==> src/rtl/fifo_pkg.sv <==
// Shared types for the packet-aware FIFO write controller.
// Holds the controller state encoding and its width constant.
package fifo_pkg;

  localparam int unsigned STATE_W = 2;

  typedef enum logic [STATE_W-1:0] {
    IDLE  = 2'd0,
    WRITE = 2'd1,
    DROP  = 2'd2
  } state_t;

endpackage

==> src/rtl/fifo_pckt_stats.sv <==
// Packet statistics for fifo_wr_pckt_ctrl: good/dropped packet counters
// (wrapping) and a sticky overflow flag cleared only by reset.
// Only built when FIFO_WR_CTRL_STATS_EN is defined.
// Ports:
//   clk, reset            write-domain clock, synchronous active-high reset
//   good_i, drop_i, ovf_i one-cycle event pulses from the controller
//   pckt_good_cnt_o       committed packet count
//   pckt_drop_cnt_o       dropped packet count
//   overflow_o            sticky: a packet was dropped because the FIFO was full
`ifdef FIFO_WR_CTRL_STATS_EN
module fifo_pckt_stats #(
  parameter int unsigned CNT_WIDTH = 16
) (
  input  logic                 clk,
  input  logic                 reset,
  input  logic                 good_i,
  input  logic                 drop_i,
  input  logic                 ovf_i,
  output logic [CNT_WIDTH-1:0] pckt_good_cnt_o,
  output logic [CNT_WIDTH-1:0] pckt_drop_cnt_o,
  output logic                 overflow_o
);

  logic [CNT_WIDTH-1:0] good_q, drop_q;
  logic                 ovf_q;

  always_ff @(posedge clk) begin
    if (reset) begin
      good_q <= '0;
      drop_q <= '0;
      ovf_q  <= 1'b0;
    end else begin
      if (good_i) good_q <= good_q + 1'b1;
      if (drop_i) drop_q <= drop_q + 1'b1;
      if (ovf_i)  ovf_q  <= 1'b1;
    end
  end

  assign pckt_good_cnt_o = good_q;
  assign pckt_drop_cnt_o = drop_q;
  assign overflow_o      = ovf_q;

endmodule
`endif

==> src/rtl/fifo_wr_pckt_ctrl.sv <==
// Packet-aware write controller between the rx MAC AXI-Stream master and the
// async FIFO write-pointer stage. Good packets are committed (latch_addr with
// the last beat); bad or full-hit packets are rolled back (drop_pckt); packets
// starting while almost-full are discarded whole without writing.
// FIFO controls are combinational from state and the current beat.
// Optional: define FIFO_WR_CTRL_STATS_EN to build the statistics block;
// otherwise pckt_good_cnt, pckt_drop_cnt and overflow are tied to 0.
// Ports:
//   clk, reset                      clock, synchronous active-high reset
//   s_axis_tdata/tvalid/tlast/tuser rx beat (no backpressure)
//   fifo_full, fifo_almost_full     flags from the write-pointer stage
//   fifo_write, fifo_wdata          write strobe and data
//   latch_addr, drop_pckt           commit / rollback pulses
//   pckt_good_cnt, pckt_drop_cnt    packet statistics
//   overflow                        sticky full-drop flag
module fifo_wr_pckt_ctrl
  import fifo_pkg::*;
#(
  parameter int unsigned DATA_WIDTH = 8,
  parameter int unsigned CNT_WIDTH  = 16
) (
  input  logic                  clk,
  input  logic                  reset,
  input  logic [DATA_WIDTH-1:0] s_axis_tdata,
  input  logic                  s_axis_tvalid,
  input  logic                  s_axis_tlast,
  input  logic                  s_axis_tuser,
  input  logic                  fifo_full,
  input  logic                  fifo_almost_full,
  output logic                  fifo_write,
  output logic [DATA_WIDTH-1:0] fifo_wdata,
  output logic                  latch_addr,
  output logic                  drop_pckt,
  output logic [CNT_WIDTH-1:0]  pckt_good_cnt,
  output logic [CNT_WIDTH-1:0]  pckt_drop_cnt,
  output logic                  overflow
);

  state_t state_q, state_d;

  always_ff @(posedge clk) begin
    if (reset) state_q <= IDLE;
    else       state_q <= state_d;
  end

  always_comb begin
    state_d    = state_q;
    fifo_write = 1'b0;
    latch_addr = 1'b0;
    drop_pckt  = 1'b0;
    if (s_axis_tvalid) begin
      unique case (state_q)
        IDLE: begin
          // Nothing written yet, so a rejected first beat needs no rollback.
          if (fifo_almost_full || s_axis_tuser || fifo_full) begin
            if (!s_axis_tlast) state_d = DROP;
          end else begin
            fifo_write = 1'b1;
            if (s_axis_tlast) latch_addr = 1'b1;
            else              state_d    = WRITE;
          end
        end
        WRITE: begin
          if (s_axis_tuser || fifo_full) begin
            drop_pckt = 1'b1;
            state_d   = s_axis_tlast ? IDLE : DROP;
          end else begin
            fifo_write = 1'b1;
            if (s_axis_tlast) begin
              latch_addr = 1'b1;
              state_d    = IDLE;
            end
          end
        end
        DROP: begin
          if (s_axis_tlast) state_d = IDLE;
        end
        default: state_d = IDLE;
      endcase
    end
    // Outputs are held low while reset is asserted, even with a beat present.
    if (reset) begin
      fifo_write = 1'b0;
      latch_addr = 1'b0;
      drop_pckt  = 1'b0;
    end
  end

  assign fifo_wdata = s_axis_tdata;

`ifdef FIFO_WR_CTRL_STATS_EN
  logic idle_rej, good_p, drop_p, ovf_p;

  // Event pulses re-derived from the same priority as the FSM: a first-beat
  // rejection in IDLE counts as a drop even though drop_pckt stays low.
  always_comb begin
    idle_rej = (state_q == IDLE) && s_axis_tvalid &&
               (fifo_almost_full || s_axis_tuser || fifo_full);
    good_p   = latch_addr;
    drop_p   = drop_pckt || (idle_rej && !reset);
    ovf_p    = s_axis_tvalid && fifo_full && !s_axis_tuser && !reset &&
               (((state_q == IDLE) && !fifo_almost_full) || (state_q == WRITE));
  end

  fifo_pckt_stats #(
    .CNT_WIDTH(CNT_WIDTH)
  ) u_stats (
    .clk             (clk),
    .reset           (reset),
    .good_i          (good_p),
    .drop_i          (drop_p),
    .ovf_i           (ovf_p),
    .pckt_good_cnt_o (pckt_good_cnt),
    .pckt_drop_cnt_o (pckt_drop_cnt),
    .overflow_o      (overflow)
  );
`else
  assign pckt_good_cnt = '0;
  assign pckt_drop_cnt = '0;
  assign overflow      = 1'b0;
`endif

endmodule

==> config.mk <==
export PLATFORM = sky130hd
export DESIGN_NAME = fifo_wr_pckt_ctrl
export DESIGN_NICKNAME = d
export VERILOG_FILES = /design/src/rtl/fifo_pkg.sv /design/src/rtl/fifo_pckt_stats.sv /design/src/rtl/fifo_wr_pckt_ctrl.sv
export SDC_FILE = /design/constraint.sdc
export NUM_CORES = 1
export LEC_CHECK = 0
export ABC_AREA = 1
export CAP_MARGIN = 40
export CORE_UTILIZATION = 26
export DETAILED_ROUTE_END_ITERATION = 16
export PLACE_DENSITY = 0.85
export SYNTH_ARGS = -nofsm -noshare
export SYNTH_HDL_FRONTEND = slang
export SYNTH_HIERARCHICAL = 1
export SYNTH_SLANG_ARGS = --single-unit
==> constraint.sdc <==
create_clock -name clk -period 1.19 [get_ports clk]
set_clock_uncertainty 0.2 [all_clocks]
set_input_delay 0.357 -clock clk [delete_from_list [all_inputs] [get_ports clk]]
set_output_delay 0.357 -clock clk [all_outputs]
set_load 0.05 [all_outputs]
==> results.sh <==
export IMPL_outcome="complete, but fails checks"
export IMPL_max_freq_mhz=556.4
export IMPL_layout_common_cells="conb_1 (33), buf_4 (16), nand2_1 (6)"
export IMPL_num_fill_cells=185
export IMPL_cts_root_buffer="clkbuf_4"
export IMPL_final_common_cell="conb_1"
export IMPL_r2r_slack_ns=-0.17
export IMPL_syn_avg_cell_area_sq_um=6.673
export IMPL_synth_cell_types=15
export IMPL_hold_violations=0
export IMPL_ioPinCount=59
export IMPL_yosysSeqAreaShare_pct=8.000
export IMPL_initial_utilization_pct=28.37
export IMPL_largest_reg_flops=2
export IMPL_end_kind="output pin"
export IMPL_port_buffers=9
export IMPL_ctsHtreeMaxLevel=1
export IMPL_cts_inserted_buffers=3
export IMPL_rr_worst_depth=8
export IMPL_reg_top3="state_q (2)"
export IMPL_hold_depth=4
export IMPL_violations="negative setup slack"
export IMPL_worstPathRequired_ns=0.63
export IMPL_worstHoldStart="s_axis_tlast"
export IMPL_hold_buffers=0
export IMPL_final_setup_tns_ns=-2.033
export IMPL_die_h_um=45.88
export IMPL_arrival_ns=1.24
export IMPL_rsz0062_at_grt="yes"
export IMPL_final_antenna_net_count=0
export IMPL_crit_chain="inv_2 -> o211ai_1 -> buf_4 -> nor4_4 -> buf_12"
export IMPL_cts_tree="built"
export IMPL_dp_cells=111
export IMPL_clkTransAtPathRegs_ns=0.03
export IMPL_r2r_end="state_q[0]"
export IMPL_grt_pass1_vias=352
export IMPL_final_setup_worst_slack_ns=-0.6073
export IMPL_first_pass_iters=4
export IMPL_clockBufferDepth=2
export IMPL_finalCritPeriodShare_pct=151.0
export IMPL_clock_sinks=2
export IMPL_syn_inst=75
export IMPL_cp_slowest_stage_delay_ns=0.32
export IMPL_place_gp_congestion=0.7074
export IMPL_hold_path_end="state_q[0]"
export IMPL_r2r_start="state_q[0]"
export IMPL_num_rows=15
export IMPL_wl_per_cell_um=8.631
export IMPL_antenna_found_initial=0
export IMPL_clk_latency_ns=0.22
export IMPL_cp_max_fo=2
export IMPL_worstSetupPathType="reg2out"
export IMPL_drt_wl_total_um=1053
export IMPL_top_register="state_q"
export IMPL_antenna_cells=0
export IMPL_p_per_area_mw_per_mm2=826.9
export IMPL_hold_ws_ns=0.4319
export IMPL_cp_start_kind="flip-flop"
export IMPL_maxSlewViolCount=0
export IMPL_dieWidth_um=45.88
export IMPL_core_area_sq_mm=0.001764
export IMPL_area_growth_syn_to_layout_pct=40.50
export IMPL_via_per_inst=3.451
export IMPL_dpl_worst_slack_ns=-0.9642
export IMPL_cellLeakagePower_nw=0.3616
export IMPL_fp_dieArea_sq_mm=0.002105
export IMPL_drt_iter0_markers=3
export IMPL_peakVddDrop_uv=315.2
export IMPL_fin_total_pwr_uw=581.4
export IMPL_post_route_min_period_ns=1.797
export IMPL_hold_class="in2reg"
export IMPL_vias=421
export IMPL_post_dp_hpwl_um=701.4
export IMPL_grt_usage_pct=10.33
export IMPL_final_cell_count_no_fill=122
export IMPL_max_cap_violations=0
export IMPL_synth_area_sq_um=500.5
export IMPL_cp_slowest_cell="dfxtp_2"
export IMPL_grt_first_pass_wirelength_um=1483
export IMPL_drc_errors=0
export IMPL_ys_ff_latch=2
export IMPL_drive_gt1_share_pct=50.52
export IMPL_yosysWarnings=6
export IMPL_gr_total_overflow=0
export IMPL_num_nets_final=114
export IMPL_grt_max_degree=5
export IMPL_finalSetupViolations=5
worst max-delay path by stage:
stage,from,end,slack (ns),cells past startpoint
final,state_q[1],latch_addr,-0.61,5
after global placement,fifo_full,latch_addr,-0.90,5
after floorplan,fifo_full,latch_addr,-0.59,3
after detailed placement,fifo_full,latch_addr,-0.96,5
after CTS,state_q[1],latch_addr,-0.65,4
after global routing,state_q[1],latch_addr,-0.67,5
where the power goes:
group	internal [mW]	switching, mW	total [mW]
clock	0.111	0.0362	0.147
sequential	0.0714	0.00269	0.0741
combinational	0.0688	0.291	0.360
total	0.251	0.330	0.581
cell usage after synthesis:
master | number | area share, %
a21oi_1 | 1 | 1.0
a21oi_2 | 2 | 3.5
buf_4 | 41 | 62
conb_1 | 1 | 0.75
dfxtp_1 | 2 | 8.0
inv_1 | 5 | 3.8
inv_2 | 2 | 1.5
nand2_1 | 8 | 6.0
nand3_1 | 5 | 5.0
nand4_1 | 1 | 1.3
nor2_1 | 2 | 1.5
nor2_2 | 2 | 2.5
nor3_1 | 1 | 1.0
nor4_1 | 1 | 1.3
o211ai_1 | 1 | 1.5
critical path, delay by kind of cell, from the launching register on:
| kind | cells | cell delay (ns) |
|---|---|---|
| buffers and inverters | 3 | 0.40 |
| AND/OR/NAND/NOR | 1 | 0.21 |
| flip-flops | 1 | 0.32 |
| AO/OA/AOI/OAI | 1 | 0.09 |
logic make-up (layout without fill, tap and decap cells):
logic type      Yosys count  in the layout  synth area share [%]
compound gates            4              4                 6.000
buf+inv                  48             38                 66.75
simple gates             20             20                 18.50
other cells               1             33                0.7493
flops                     2              2                 8.000
layer usage:
metal  vias up  track usage, %  part of all wire [%]
li1        202               -                     -
met4         0           7.059                     0
met5         -               0                     0
met2        27           19.15                    60
met1       192           10.07                    33
met3         0           1.984                   7.0
per-stage QoR:
step / cell area [sq um] / utilization (%)
6_report: 703.2 / 39.86
5_1_grt: 703.2 / 39.86
4_1_cts: 679.4 / 38.51
3_5_place_dp: 591.8 / 33.55
3_3_place_gp: 591.8 / 33.55
2_1_floorplan: 665.6 / -
layout make-up:
cell class	count	area, sq um	area share (%)
Multi-Input combinational cell	57	316.6	45.02
Timing Repair Buffer	28	261.5	37.19
Sequential cell	2	42.54	6.050
Tap cell	25	31.28	4.448
Inverter	7	28.78	4.093
Clock buffer	3	22.52	3.203
what timing repair did:
item | CTS | global route
pin swaps | 10 | 7
endpoints found under the hold margin | 0 | 0
gates cloned | 0 | 0
resized for setup | 26 | 6
buffers inserted | 6 | 2
setup endpoints to repair | 5 | 5
No activity file was read; power rests on OpenSTA's default activity.
